### src/rtl/mem_dump_pkg.sv
// Shared types and constants for the post-run state dump engine.
package mem_dump_pkg;

    typedef enum logic [2:0] {
        IDLE     = 3'd0,
        REG_RD   = 3'd1,
        REG_OUT  = 3'd2,
        MEM_RD   = 3'd3,
        MEM_WAIT = 3'd4,
        MEM_OUT  = 3'd5,
        DONE     = 3'd6
    } dump_state_e;

    localparam int MEM_BYTES  = 4096;
    localparam int WORD_BYTES = 4;
    localparam int LAST_WADDR = MEM_BYTES - WORD_BYTES;

endpackage

### src/rtl/byte_word_assembler.sv
// Collects four little-endian bytes into a 32-bit word; the output already
// reflects a byte being loaded this cycle so the caller can register it at once.
module byte_word_assembler (
    input  logic        clk,
    input  logic        reset,
    input  logic        i_clear,
    input  logic        i_load,
    input  logic [1:0]  i_lane,
    input  logic [7:0]  i_byte,
    output logic [31:0] o_word
);

    logic [3:0][7:0] r_lanes;
    logic [3:0][7:0] w_word;

    // Lane storage, one byte per load
    always_ff @(posedge clk) begin
        if (reset) begin
            r_lanes <= {4{8'h00}};
        end else if (i_clear) begin
            r_lanes <= {4{8'h00}};
        end else if (i_load) begin
            r_lanes[i_lane] <= i_byte;
        end else begin
            r_lanes <= r_lanes;
        end
    end

    // Stored lanes merged with the byte arriving this cycle
    always_comb begin
        w_word = r_lanes;
        if (i_load) begin
            w_word[i_lane] = i_byte;
        end else begin
            w_word = r_lanes;
        end
    end

    assign o_word = w_word;

endmodule

### src/rtl/mem_dump_unit.sv
// Readback engine: streams r0..r(NREG-1) then every memory word, little-endian,
// over a valid/ready port. All outputs are registered from the next-state decode.
module mem_dump_unit
    import mem_dump_pkg::*;
#(
    parameter int ADDR_W = 12,
    parameter int NREG   = 16,
    parameter int REG_W  = 32
) (
    input  logic              clk,
    input  logic              reset,
    input  logic              start,
    output logic              busy,
    output logic              done,
    output logic [3:0]        reg_rd_idx,
    input  logic [REG_W-1:0]  reg_rd_data,
    output logic              mem_rd_en,
    output logic [ADDR_W-1:0] mem_rd_addr,
    input  logic [7:0]        mem_rd_data,
    output logic              out_valid,
    input  logic              out_ready,
    output logic [REG_W-1:0]  out_data,
    output logic [ADDR_W-1:0] out_addr,
    output logic              out_is_reg
);

    localparam logic [ADDR_W-1:0] LAST_WADDR_A = ADDR_W'((2 ** ADDR_W) - WORD_BYTES);
    localparam logic [ADDR_W-1:0] WORD_STEP    = ADDR_W'(WORD_BYTES);
    localparam logic [3:0]        LAST_RIDX    = 4'(NREG - 1);

    dump_state_e       r_state;
    dump_state_e       w_state_nxt;
    logic [3:0]        r_ridx;
    logic [3:0]        w_ridx_nxt;
    logic [ADDR_W-1:0] r_waddr;
    logic [ADDR_W-1:0] w_waddr_nxt;
    logic [1:0]        r_k;
    logic [1:0]        w_k_nxt;

    logic              w_asm_clear;
    logic              w_asm_load;
    logic [1:0]        w_asm_lane;
    logic [31:0]       w_asm_word;

    logic              r_busy;
    logic              r_done;
    logic              r_mem_rd_en;
    logic [ADDR_W-1:0] r_mem_rd_addr;
    logic              r_out_valid;
    logic              r_out_is_reg;
    logic [REG_W-1:0]  r_out_data;
    logic [ADDR_W-1:0] r_out_addr;

    byte_word_assembler u_asm (
        .clk     (clk),
        .reset   (reset),
        .i_clear (w_asm_clear),
        .i_load  (w_asm_load),
        .i_lane  (w_asm_lane),
        .i_byte  (mem_rd_data),
        .o_word  (w_asm_word)
    );

    // Next-state, counter and byte-capture decode
    always_comb begin
        w_state_nxt = r_state;
        w_ridx_nxt  = r_ridx;
        w_waddr_nxt = r_waddr;
        w_k_nxt     = r_k;
        w_asm_clear = 1'b0;
        w_asm_load  = 1'b0;
        w_asm_lane  = 2'd0;
        case (r_state)
            IDLE: begin
                if (start) begin
                    w_state_nxt = REG_RD;
                    w_ridx_nxt  = 4'd0;
                    w_waddr_nxt = {ADDR_W{1'b0}};
                    w_k_nxt     = 2'd0;
                    w_asm_clear = 1'b1;
                end else begin
                    w_state_nxt = IDLE;
                end
            end
            REG_RD: begin
                w_state_nxt = REG_OUT;
            end
            REG_OUT: begin
                if (out_ready) begin
                    if (r_ridx == LAST_RIDX) begin
                        w_state_nxt = MEM_RD;
                        w_waddr_nxt = {ADDR_W{1'b0}};
                        w_k_nxt     = 2'd0;
                    end else begin
                        w_state_nxt = REG_RD;
                        w_ridx_nxt  = r_ridx + 4'd1;
                    end
                end else begin
                    w_state_nxt = REG_OUT;
                end
            end
            MEM_RD: begin
                // Data returns one cycle late, so slot k holds byte k-1
                w_asm_load = (r_k != 2'd0);
                w_asm_lane = r_k - 2'd1;
                if (r_k == 2'd3) begin
                    w_state_nxt = MEM_WAIT;
                end else begin
                    w_k_nxt = r_k + 2'd1;
                end
            end
            MEM_WAIT: begin
                w_asm_load  = 1'b1;
                w_asm_lane  = 2'd3;
                w_state_nxt = MEM_OUT;
            end
            MEM_OUT: begin
                if (out_ready) begin
                    if (r_waddr == LAST_WADDR_A) begin
                        w_state_nxt = DONE;
                    end else begin
                        w_state_nxt = MEM_RD;
                        w_waddr_nxt = r_waddr + WORD_STEP;
                        w_k_nxt     = 2'd0;
                    end
                end else begin
                    w_state_nxt = MEM_OUT;
                end
            end
            DONE: begin
                w_state_nxt = IDLE;
            end
            default: begin
                w_state_nxt = IDLE;
            end
        endcase
    end

    // State, counters and output registers
    always_ff @(posedge clk) begin
        if (reset) begin
            r_state       <= IDLE;
            r_ridx        <= 4'd0;
            r_waddr       <= {ADDR_W{1'b0}};
            r_k           <= 2'd0;
            r_busy        <= 1'b0;
            r_done        <= 1'b0;
            r_mem_rd_en   <= 1'b0;
            r_mem_rd_addr <= {ADDR_W{1'b0}};
            r_out_valid   <= 1'b0;
            r_out_is_reg  <= 1'b0;
            r_out_data    <= {REG_W{1'b0}};
            r_out_addr    <= {ADDR_W{1'b0}};
        end else begin
            r_state      <= w_state_nxt;
            r_ridx       <= w_ridx_nxt;
            r_waddr      <= w_waddr_nxt;
            r_k          <= w_k_nxt;
            r_busy       <= (w_state_nxt != IDLE) && (w_state_nxt != DONE);
            r_done       <= (w_state_nxt == DONE);
            r_mem_rd_en  <= (w_state_nxt == MEM_RD);
            r_out_valid  <= (w_state_nxt == REG_OUT) || (w_state_nxt == MEM_OUT);
            r_out_is_reg <= (w_state_nxt == REG_OUT);
            // Address holds its last value between bursts so it never wraps to 0
            if (w_state_nxt == MEM_RD) begin
                r_mem_rd_addr <= w_waddr_nxt + {{(ADDR_W-2){1'b0}}, w_k_nxt};
            end else begin
                r_mem_rd_addr <= r_mem_rd_addr;
            end
            case (w_state_nxt)
                REG_OUT: r_out_addr <= {{(ADDR_W-4){1'b0}}, w_ridx_nxt};
                MEM_OUT: r_out_addr <= w_waddr_nxt;
                default: r_out_addr <= r_out_addr;
            endcase
            case (r_state)
                REG_RD:   r_out_data <= reg_rd_data;
                MEM_WAIT: r_out_data <= REG_W'(w_asm_word);
                default:  r_out_data <= r_out_data;
            endcase
        end
    end

    assign busy        = r_busy;
    assign done        = r_done;
    assign reg_rd_idx  = r_ridx;
    assign mem_rd_en   = r_mem_rd_en;
    assign mem_rd_addr = r_mem_rd_addr;
    assign out_valid   = r_out_valid;
    assign out_is_reg  = r_out_is_reg;
    assign out_data    = r_out_data;
    assign out_addr    = r_out_addr;

endmodule
### config.mk
export PLATFORM = sky130hd
export DESIGN_NAME = mem_dump_unit
export DESIGN_NICKNAME = d
export VERILOG_FILES = /design/src/rtl/mem_dump_pkg.sv /design/src/rtl/byte_word_assembler.sv /design/src/rtl/mem_dump_unit.sv
export SDC_FILE = /design/constraint.sdc
export NUM_CORES = 1
export LEC_CHECK = 0
export BUFFER_PORTS_ARGS = -buffer_cell sky130_fd_sc_hd__buf_4
export CAP_MARGIN = 20
export CORE_MARGIN = 2
export CORE_UTILIZATION = 58
export DETAILED_ROUTE_END_ITERATION = 7
export GPL_TIMING_DRIVEN = 1
export PLACE_DENSITY = 0.85
export SLEW_MARGIN = 10
export SYNTH_ARGS = -nofsm -noshare
export SYNTH_HDL_FRONTEND = slang
export SYNTH_SLANG_ARGS = --single-unit
export TNS_END_PERCENT = 10
### constraint.sdc
create_clock -name clk -period 9 [get_ports clk]
set_input_delay 1.8 -clock clk [delete_from_list [all_inputs] [get_ports clk]]
set_output_delay 1.8 -clock clk [all_outputs]
set_load 0.02 [all_outputs]
==> flow_summary.toml, run 1 <==
[critical_path]
critPathRequiredTime_ns = 9.29
r2r_slack_ns = 5.12
worstPathMaxFanout = 6
cp-start-kind = "primary input"
cp.arrival_ns = 4.50
cp-end-kind = "flip-flop"
path_class = "primary input to flip-flop"

[clocking]
cts_resized = 0
postCtsHoldBufs = 0
cts_buffers = 9
clk_pin_slew_worst_paths_ns = 0.10
cts_setup_buffers = 0
cts_tree = "done"
clk_latency_ns = 0.38
clockBufferDepth = 2
h-tree-depth = 3
cts-root-buf = "clkbuf_8"
clock_sinks = 106

[floorplanning]
die_y_um = 95.4
core_um2 = 8180
start_util_pct = 59.3
rows = 33
die_area_um2 = 9100
ios = 109
die_w_um = 95.4

[pwr]
switchingPower_mw = 0.250
ir_worst_vdd_v = 0.000106
p_seq_share_pct = 53.3
internal-power_mw = 0.670
comb_power_share_pct = 12.0
power.density_nw_per_um2 = 157
power_mw = 0.920
power.leakage_nw = 2.49
clkPwrFrac_pct = 34.7
switching_share_pct = 27.2

[logic_synthesis]
synth_ff_type = "dfxtp_1"
synth_most_common_cell = "dfxtp_1"
netlist_area_um2 = 4850
synth_area_leaders = "dfxtp_1, mux2i_1, nor2_1, a21oi_1, nand2_1"
synth_edf_count = 0
synth_cell_type_count = 58
avgSynthCellArea_um2 = 8.70
synthTopCellsByCount = "dfxtp_1, nor2_1, nand2_1"
synthArstFlopShare_pct = 0
ys_ff_latch = 106
syn_nets = 609
yosysWarnings = 0
synth_cells = 557
synthDominantCellAreaShare_pct = 43.8
yosysTopAreaCell = "dfxtp_1"
synth_seq_area_share_pct = 43.8

[timing]
fin_crit_sh_pct = 46.8
period_minus_slack_ns = 4.21
slew_headroom_pct = 29.1
rsz0062_at_grt = "no"
hold_viol_final = 0
report.final.slew_viol_count = 0
setup_viol = 0
setup_slack_ns = 4.79
tightest_slew_ns = 1.06
holdWs_ns = 0.465
max_freq_mhz = 237
fin_setup_tns_ns = 0
finalClockSkew_ns = 0.00845

[drt]
routed_wl_um = 12900
ant_nets = 0
drt-initial-drc-count = 335
via_per_inst = 6.08
drc = 0
wire_per_inst_um = 17.2
first_pass_iters = 5
vias = 4556

[place]
place_congestion = 0.882
pre_cts_ws_ns = 4.43
placedCellCount = 733
port_buffers = 108
dp_hpwl_um = 9060

[status]
outcome = "completed"

[final_layout]
finalNetCount = 691
fillers = 630
drive_gt1_share_pct = 21.7
largest_reg_flops = 32
instances_no_fill = 749
area_delta_synth_final_pct = 20.7
diodes = 0

[global_route]
grt_overflow = 0
grt_pass1_vias = 4265
use_met3_pct = 5.30
grt_max_degree = 78
grt_pass1_wl_um = 20400
antenna_found_initial = 0
grt_use_total_pct = 28.6
top_usage_layer = "met2"
met2_usage_pct = 50.2
grt.met1_usage_pct = 34.1

[run]
max_cap_violations = 0

[min_path]
worstHoldPathType = "flip-flop to flip-flop"
## worst paths after layout
path	startpoint	to	depth (start not counted)
setup / recovery	start	mem_rd_addr[8]$_SDFFE_PP0P_	12
hold / removal	out_addr[7]$_SDFFE_PP0P_	out_addr[7]$_SDFFE_PP0P_	2
setup reg to reg	r_waddr[2]$_SDFF_PP0_	mem_rd_addr[8]$_SDFFE_PP0P_	14
hold reg to reg	out_addr[7]$_SDFFE_PP0P_	out_addr[7]$_SDFFE_PP0P_	2
## power groups by stage
stage | clock network (mW) | logic [mW] | registers, mW
2_1_floorplan | 0 | 0.0522 | 0.511
3_3_place_gp | 0 | 0.106 | 0.500
3_5_place_dp | 0 | 0.109 | 0.500
4_1_cts | 0.323 | 0.110 | 0.489
5_1_grt | 0.338 | 0.118 | 0.491
6_report | 0.319 | 0.110 | 0.490
## layout by cell type (no fill, tap or decap), types with 3 or more instances in the layout
master / count
a22o_1: 5
or4_1: 3
o211ai_1: 5
and3_1: 4
a31oi_1: 6
xor2_1: 4
clkbuf_8: 10
nand3_1: 14
mux2i_1: 40
nor2b_1: 8
nand4b_1: 4
xnor2_1: 3
dfxtp_1: 106
nand3b_1: 5
o21ai_0: 24
a22oi_1: 21
a211oi_1: 20
nor3_1: 11
nor2_1: 73
buf_4: 109
ha_1: 7
or2_2: 4
nand4_1: 6
and2_1: 3
inv_1: 13
a21oi_1: 41
nor4_1: 3
nand2_1: 52
## stage by stage
| step | cell area [µm²] | utilization [%] |
|---|---|---|
| finish | 5850 | 71.5 |
| global route | 5850 | 71.5 |
| CTS | 5850 | 71.5 |
| detailed placement | 5630 | 68.8 |
| global placement | 5630 | 68.8 |
| floorplan | 4850 | - |
## layout make-up
type                       instances  area [µm²]  area share (%)
multi-input combinational        400        2510            42.9
clock inverter                     6        83.8            1.43
clock buffer                      10         138            2.35
sequential                       106        2120            36.3
inverter                          13        48.8           0.834
timing repair buffer             109         818            14.0
tap                              105         131            2.25
## critical path, cell delays in order
cell and delay (ns):
buf_4 0.12, nor4b_1 0.17, a311o_1 0.45, nand2_1 0.12, and2_1 0.17, ha_1 0.18
inv_1 0.06, fa_1 0.41, a31oi_1 0.45, nand4_1 0.19, xnor2_1 0.16, a211oi_1 0.21
## layer usage
metal / wire length (µm) / part of all wire, %
met3: 872 / 6.8
met4: 440 / 3.4
met5: 0 / 0
met2: 6410 / 50
met1: 5160 / 40
## kinds of logic (layout without fill, tap and decap cells)
logic type | after synthesis | count (layout) | share of synthesized area, %
AOI/OAI and AO/OA | 137 | 137 | 18.8
DFF | 106 | 106 | 43.8
buffers and inverters | 51 | 138 | 4.57
xor gates and xnor gates | 7 | 7 | 1.27
and+or+nand+nor | 208 | 208 | 21.1
adders and majority gates | 8 | 8 | 2.22
muxes | 40 | 40 | 8.26
(Power assumes the default switching activity.)
==> run 2, diff against run 1 <==
--- a/config.mk
+++ b/config.mk
@@ -8,10 +8,10 @@
 export BUFFER_PORTS_ARGS = -buffer_cell sky130_fd_sc_hd__buf_4
 export CAP_MARGIN = 20
 export CORE_MARGIN = 2
-export CORE_UTILIZATION = 58
+export CORE_UTILIZATION = 54
 export DETAILED_ROUTE_END_ITERATION = 7
 export GPL_TIMING_DRIVEN = 1
-export PLACE_DENSITY = 0.85
+export PLACE_DENSITY = 0.8
 export SLEW_MARGIN = 10
 export SYNTH_ARGS = -nofsm -noshare
 export SYNTH_HDL_FRONTEND = slang
==> constraint.sdc (replaced) <==
create_clock -name clk -period 4 [get_ports clk]
set_input_delay 0.8 -clock clk [delete_from_list [all_inputs] [get_ports clk]]
set_output_delay 0.8 -clock clk [all_outputs]
set_load 0.02 [all_outputs]
==> run 2 against run 1 <==
Against the previous run:
- clock skew grew 0.0071 ns
- utilization down 4.5 points
- worst hold slack worse by 0.0031 ns
- routed wire length rose by 0.57%
- critical endpoint unchanged
- highest routed layer unchanged
==> flow_summary.toml, run 2 (same netlist as run 1, synthesis figures left out) <==
[floorplanning]
rows = 34
die_y_um = 98.7
die_area_um2 = 9750
start_util_pct = 55.6
core_um2 = 8720
ios = 109
die_w_um = 98.7

[global_route]
grt_max_degree = 78
grt_pass1_vias = 4200
antenna_found_initial = 0
grt_use_total_pct = 26.2
grt_overflow = 0
grt_pass1_wl_um = 20700

[status]
outcome = "completed"

[clocking]
cts-root-buf = "clkbuf_8"
clock_sinks = 106
clockBufferDepth = 2
clk_latency_ns = 0.38
h-tree-depth = 3
cts_resized = 0
clk_pin_slew_worst_paths_ns = 0.10
cts_tree = "done"
cts_setup_buffers = 0
postCtsHoldBufs = 0
cts_buffers = 9

[drt]
drt-initial-drc-count = 267
first_pass_iters = 5
routed_wl_um = 13000
vias = 4434
drc = 0
ant_nets = 0
via_per_inst = 5.88
wire_per_inst_um = 17.2

[final_layout]
layout_commonest_cell = "buf_4"
drive_gt1_share_pct = 22.0
mostFrequentLayoutCells = "buf_4, dfxtp_1, nor2_1"
multiInputGateArea_um2 = 2510
fin_util_pct = 67.0
regArea_um2 = 2120
area_delta_synth_final_pct = 20.6
final_cell_area_um2 = 5840
finalNetCount = 693
largest_reg_flops = 32
diodes = 0
fillers = 709

[timing]
report.final.slew_viol_count = 0
fin_crit_sh_pct = 90.6
setup_slack_ns = 0.378
setup_viol = 0
max_freq_mhz = 276
rsz0062_at_grt = "no"
fin_setup_tns_ns = 0
slew_headroom_pct = 37.4
hold_viol_final = 0
finalClockSkew_ns = 0.0155
tightest_slew_ns = 0.936
period_minus_slack_ns = 3.62
holdWs_ns = 0.462

[critical_path]
cp_top_family = "compound AO/OA/AOI/OAI gates"
worstPathMaxFanout = 9
critical_path_buf_inv_count = 1
worstReg2RegStart = "r_waddr[2]$_SDFF_PP0_"
crit_top_cell = "ha_1"
crit_path_max_incr_delay_ns = 0.48
cp.arrival_ns = 3.92
r2r_slack_ns = 0.38
cp-end-kind = "flip-flop"
cpMaxStageDelayCell = "nor4_1"
rr_worst_depth = 14
critPathRequiredTime_ns = 4.29
rr_endpoint = "mem_rd_addr[8]$_SDFFE_PP0P_"
path_class = "flip-flop to flip-flop"
cp_cell_sequence = "ha_1 -> nand3_1 -> nor4_1 -> o22ai_1 -> o211ai_1 -> nand2_1 -> o21ai_0 -> ha_1 -> inv_1 -> fa_1 -> a31oi_1 -> nand4_1 -> xnor2_1 -> a211oi_1"
cp-start-kind = "flip-flop"

[pwr]
clkPwrFrac_pct = 32.9
p_seq_share_pct = 54.8
internal-power_mw = 1.44
switchingPower_mw = 0.565
power.density_nw_per_um2 = 344
switching_share_pct = 28.1
power.leakage_nw = 2.48
comb_power_share_pct = 12.3
ir_worst_vdd_v = 0.000200

[place]
port_buffers = 108
placed_area_um2 = 5640
place_congestion = 0.935
dp_hpwl_um = 9210
pre_cts_ws_ns = 0.482

[min_path]
hold_end = "out_addr[2]$_SDFFE_PP0P_"
min_path_cells = 2
worstHoldPathType = "flip-flop to flip-flop"
hp-start = "out_addr[2]$_SDFFE_PP0P_"

[run]
max_cap_violations = 0
-- run 2: per-stage QoR --
stage,cells,total power [mW]
2_1_floorplan,557,1.27
3_3_place_gp,737,1.36
3_5_place_dp,737,1.37
4_1_cts,753,2.02
5_1_grt,754,2.08
6_report,754,2.01
-- run 2: tightest hold or removal path: cells and delay by family, from the launching register on --
| kind | cells | cell delay (ns) |
|---|---|---|
| flops | 1 | 0.32 |
| simple gates | 1 | 0.05 |
| compound gates | 1 | 0.05 |
-- run 2: final cells by class --
class / instances / area share [%]
clock inverters: 6 / 1.03
flip-flops and latches: 106 / 36.3
multi-input cells: 400 / 42.9
clock buffers: 10 / 2.35
inverters: 13 / 0.835
well taps: 108 / 2.31
repair buffers: 111 / 14.3
-- run 2: routing by layer --
layer  global-route usage, %  share of wire, %  wire length, µm
met1                    30.9                40             5230
met3                    7.16               6.8              885
met5                       0                 0                0
met2                    45.4                50             6450
met4                    10.5               3.0              395
-- run 2: how the worst max path moves through the flow --
stage	from	endpoint	depth (start not counted)
2_1_floorplan	reg_rd_idx[0]$_SDFF_PP0_	mem_rd_addr[8]$_SDFFE_PP0P_	13
3_3_place_gp	start	mem_rd_addr[8]$_SDFFE_PP0P_	12
3_5_place_dp	start	mem_rd_addr[8]$_SDFFE_PP0P_	12
4_1_cts	r_waddr[11]$_SDFF_PP0_	mem_rd_addr[8]$_SDFFE_PP0P_	13
5_1_grt	r_waddr[2]$_SDFF_PP0_	mem_rd_addr[8]$_SDFFE_PP0P_	14
6_report	r_waddr[2]$_SDFF_PP0_	mem_rd_addr[8]$_SDFFE_PP0P_	14
-- run 2: power by group through the flow --
stage               registers [mW]  logic, mW  clock network (mW)
global placement              1.12      0.241                   0
global route                  1.10      0.265               0.712
floorplan                     1.15      0.117                   0
finish                        1.10      0.247               0.660
detailed placement            1.12      0.244                   0
CTS                           1.10      0.245               0.671
